**src/rtl/serial_subtractor.sv**
```systemverilog
`default_nettype none
// ============================================================================
// Module      : serial_subtractor
// Description : Bit-serial LSB-first subtractor producing {borrow, a-b}.
// Revision    : 1.0 - initial release
// ============================================================================
module serial_subtractor #(
  parameter int WIDTH = 4
) (
  input  logic             clk,
  input  logic             rst_n,
  input  logic             in_valid,
  output logic             in_ready,
  input  logic [WIDTH-1:0] a,
  input  logic [WIDTH-1:0] b,
  output logic             out_valid,
  input  logic             out_ready,
  output logic [WIDTH:0]   d,
  output logic             busy
);

  localparam int CNT_W = $clog2(WIDTH);

  localparam logic [1:0] S_IDLE  = 2'd0;
  localparam logic [1:0] S_SHIFT = 2'd1;
  localparam logic [1:0] S_DONE  = 2'd2;

  localparam logic [CNT_W-1:0] LAST_BIT = CNT_W'(WIDTH - 1);

  logic [1:0]       state_q, state_d;
  logic [WIDTH-1:0] a_q, a_d;
  logic [WIDTH-1:0] b_q, b_d;
  logic             br_q, br_d;
  logic [CNT_W-1:0] cnt_q, cnt_d;
  logic [WIDTH:0]   d_q, d_d;

  logic w_diff;
  logic w_br;

  always_ff @(posedge clk) begin
    if (!rst_n) begin
      state_q <= S_IDLE;
      a_q     <= '0;
      b_q     <= '0;
      br_q    <= 1'b0;
      cnt_q   <= '0;
      d_q     <= '0;
    end else begin
      state_q <= state_d;
      a_q     <= a_d;
      b_q     <= b_d;
      br_q    <= br_d;
      cnt_q   <= cnt_d;
      d_q     <= d_d;
    end
  end

  always_comb begin
    state_d = state_q;
    case (state_q)
      S_IDLE:  if (in_valid) state_d = S_SHIFT;
      S_SHIFT: if (cnt_q == LAST_BIT) state_d = S_DONE;
      S_DONE:  if (out_ready) state_d = S_IDLE;
      default: state_d = S_IDLE;
    endcase
  end

  // Operands shift right so bit 0 is always the bit being resolved.
  assign w_diff = a_q[0] ^ b_q[0] ^ br_q;
  assign w_br   = (~a_q[0] & b_q[0]) | (~(a_q[0] ^ b_q[0]) & br_q);

  always_comb begin
    a_d   = a_q;
    b_d   = b_q;
    br_d  = br_q;
    cnt_d = cnt_q;
    d_d   = d_q;
    case (state_q)
      S_IDLE: begin
        if (in_valid) begin
          a_d   = a;
          b_d   = b;
          br_d  = 1'b0;
          cnt_d = '0;
        end
      end
      S_SHIFT: begin
        a_d              = a_q >> 1;
        b_d              = b_q >> 1;
        br_d             = w_br;
        cnt_d            = cnt_q + 1'b1;
        d_d[WIDTH-1:0]   = {w_diff, d_q[WIDTH-1:1]};
        if (cnt_q == LAST_BIT) begin
          d_d[WIDTH] = w_br;
        end
      end
      default: begin
      end
    endcase
  end

  always_comb begin
    in_ready  = (state_q == S_IDLE);
    out_valid = (state_q == S_DONE);
    busy      = (state_q != S_IDLE);
    d         = d_q;
  end

endmodule
`default_nettype wire
```
**config.mk**
```make
export PLATFORM = sky130hd
export DESIGN_NAME = serial_subtractor
export DESIGN_NICKNAME = d
export VERILOG_FILES = /design/src/rtl/serial_subtractor.sv
export SDC_FILE = /design/constraint.sdc
export NUM_CORES = 1
export LEC_CHECK = 0
export BUFFER_PORTS_ARGS = -buffer_cell sky130_fd_sc_hd__buf_2
export CAP_MARGIN = 10
export CORE_UTILIZATION = 57
export CTS_BUF_LIST = sky130_fd_sc_hd__clkbuf_8
export DETAILED_ROUTE_END_ITERATION = 8
export PLACE_DENSITY = 0.85
export SYNTH_ARGS = -nofsm -noshare
export SYNTH_HDL_FRONTEND = slang
export SYNTH_SLANG_ARGS = --single-unit
```
**constraint.sdc**
```tcl
create_clock -name clk -period 2.2 [get_ports clk]
set_input_delay 0.44 -clock clk [delete_from_list [all_inputs] [get_ports clk]]
set_output_delay 0.44 -clock clk [all_outputs]
set_load 0.03 [all_outputs]
```
==> metrics.yaml <==
syn_area_um2: 787
track_usage: 0.246
wl_per_cell_um: 13.6
ir_drop_v: 0.000373
portBuffers: 19
vias: 678
post_cts_resized: 0
required_ps: 1760
arrival_ps: 1180
cts.path.max_buffers: 2
die_area_um2: 1530
hpwl_mm: 1.07
synth_top_cells_by_area: "dfxtp_1, o221ai_1, nor2_1"
ys_types: 27
grt_max_degree: 13
critPathMaxFanout: 11
setup_viol: 0
rsz0062_at_grt: "false"
clk_pin_slew_ps: 60
layout.nets: 120
start_kind: "register"
post_cts_buffers: 0
async_flop_share: 0
cts_tree: "yes"
viasPerCell: 5.65
reg2regPathDepth: 3
die_y_um: 39.2
syn_area_per_cell_um2: 8.94
coreArea_um2: 1280
slew_viol_final: 0
fill_cells: 114
placementRows: 13
antenna_left: 0
drive_gt1_frac: 0.238
grt_pass1_wl_mm: 2.51
synth_nets: 102
timing.setup.tns_ps: 0
outcome: "complete, no violations"
ctsHoldBuffers: 0
firstDrtPassIters: 4
syn2layout_area_growth_pct: 16.4
synth_edf_count: 0
yosys_warnings: 0
final_common_cell: "buf_2"
synth-seq-cells: 18
final-hold-violation-count: 0
drc_errors: 0
yosys.area.top_type: "dfxtp_1"
synth.top_cell.area_share: 0.458
synthFlopType: "dfxtp_1"
initial_core_util: 0.612
fmax_ghz: 0.617
period_needed_ps: 1620
cp-end-kind: "primary output"
min_period_over_period: 0.736
cts_max_level: 1
antenna_found_initial: 0
antenna_cells: 0
total_power_uw: 711
grt_pass1_vias: 581
numCtsBuffers: 3
die_w_um: 39.2
path_class: "register to primary output"
routabilityCongestion: 0.735
holdCritPathClass: "register to register"
leakage_nw: 0.396
seq_area_frac_synth: 0.458
powerDensity_nw_per_um2: 776
drtIter0Drc: 9
max-cap-violations: 0
top_level_ports: 20
finClkSkew_ps: 1.01
tightest_slew_ps: 479
grt_overflow: 0
final_cell_mix: "buf_2, dfxtp_1, nor2_1"
slew-limit-headroom: 0.680
clock_latency_ps: 250
holdPathStages: 2
netlist_instances: 88
wl_mm: 1.63
clock-root-buffer: "clkbuf_8"
clock-sinks: 18
cell type report:
type / count / area [µm²] / share of cell area
Multi-Input combinational cell: 57 / 360 / 0.393
Sequential cell: 18 / 360 / 0.393
Tap cell: 15 / 18.8 / 0.0205
Inverter: 7 / 26.3 / 0.0287
Timing Repair Buffer: 19 / 95.1 / 0.104
Clock buffer: 4 / 55.1 / 0.0601
where the power goes:
part / switching, mW / leakage (nW) / internal [mW] / total [mW]
sequential: 0.0143 / 0.148 / 0.344 / 0.358
combinational: 0.0541 / 0.219 / 0.0372 / 0.0913
clock: 0.102 / 0.0288 / 0.159 / 0.261
per-layer routing:
metal / vias to the layer above / global-route usage / share of wire
li1: 343 / - / -
met1: 319 / 0.307 / 0.45
met2: 14 / 0.400 / 0.51
met3: 2 / 0.0405 / 0.036
met4: 0 / 0.129 / 0.0074
met5: - / 0 / 0
worst max-delay path, stage by stage, from the launching register on:
cell and delay (ps):
dfxtp_1 490, nor2b_1 220, buf_2 220
worst paths after layout:
path	startpoint	end	slack, ps
hold reg to reg	d[0]$_SDFFE_PN0P_	d[0]$_SDFFE_PN0P_	450
setup reg to reg	state_q[0]$_SDFFE_PN0P_	a_q[2]$_SDFFE_PN0P_	870
setup / recovery	state_q[1]$_SDFFE_PN0P_	out_valid	580
hold / removal	d[0]$_SDFFE_PN0P_	d[0]$_SDFFE_PN0P_	450
cells by family after synthesis:
logic type / count (synthesis) / synth area share
multiplexers: 1 / 0.0127
AND/OR/NAND/NOR: 28 / 0.170
AO/OA/AOI/OAI: 26 / 0.234
buffers and inverters: 13 / 0.0843
flip-flops: 18 / 0.458
adder cells (fa/ha/maj): 2 / 0.0413
metrics by stage:
stage,area [µm²],util,setup slack [ps],instances,hold slack [ps]
finish,916,0.713,580,120,454
global route,916,0.713,530,120,461
CTS,916,0.713,574,120,456
detailed placement,861,0.670,774,116,450
global placement,861,0.670,831,116,442
floorplan,787,-,522,88,440
flip-flops by register name, indices dropped and copies added, names as in the netlist:
name,count
d,5
b_q,4
br_q,1
cnt_q,2
state_q,2
a_q,4
synth_stat cells (all sizes together), types with 2 or more instances:
library cell,number
o221ai,6
or3b,3
nand2b,2
inv,7
buf,5
nand2,8
o21ai,2
a32oi,2
dfxtp,18
a22oi,2
a21oi,8
nor2,13
Power figures use the tool's default switching activity.
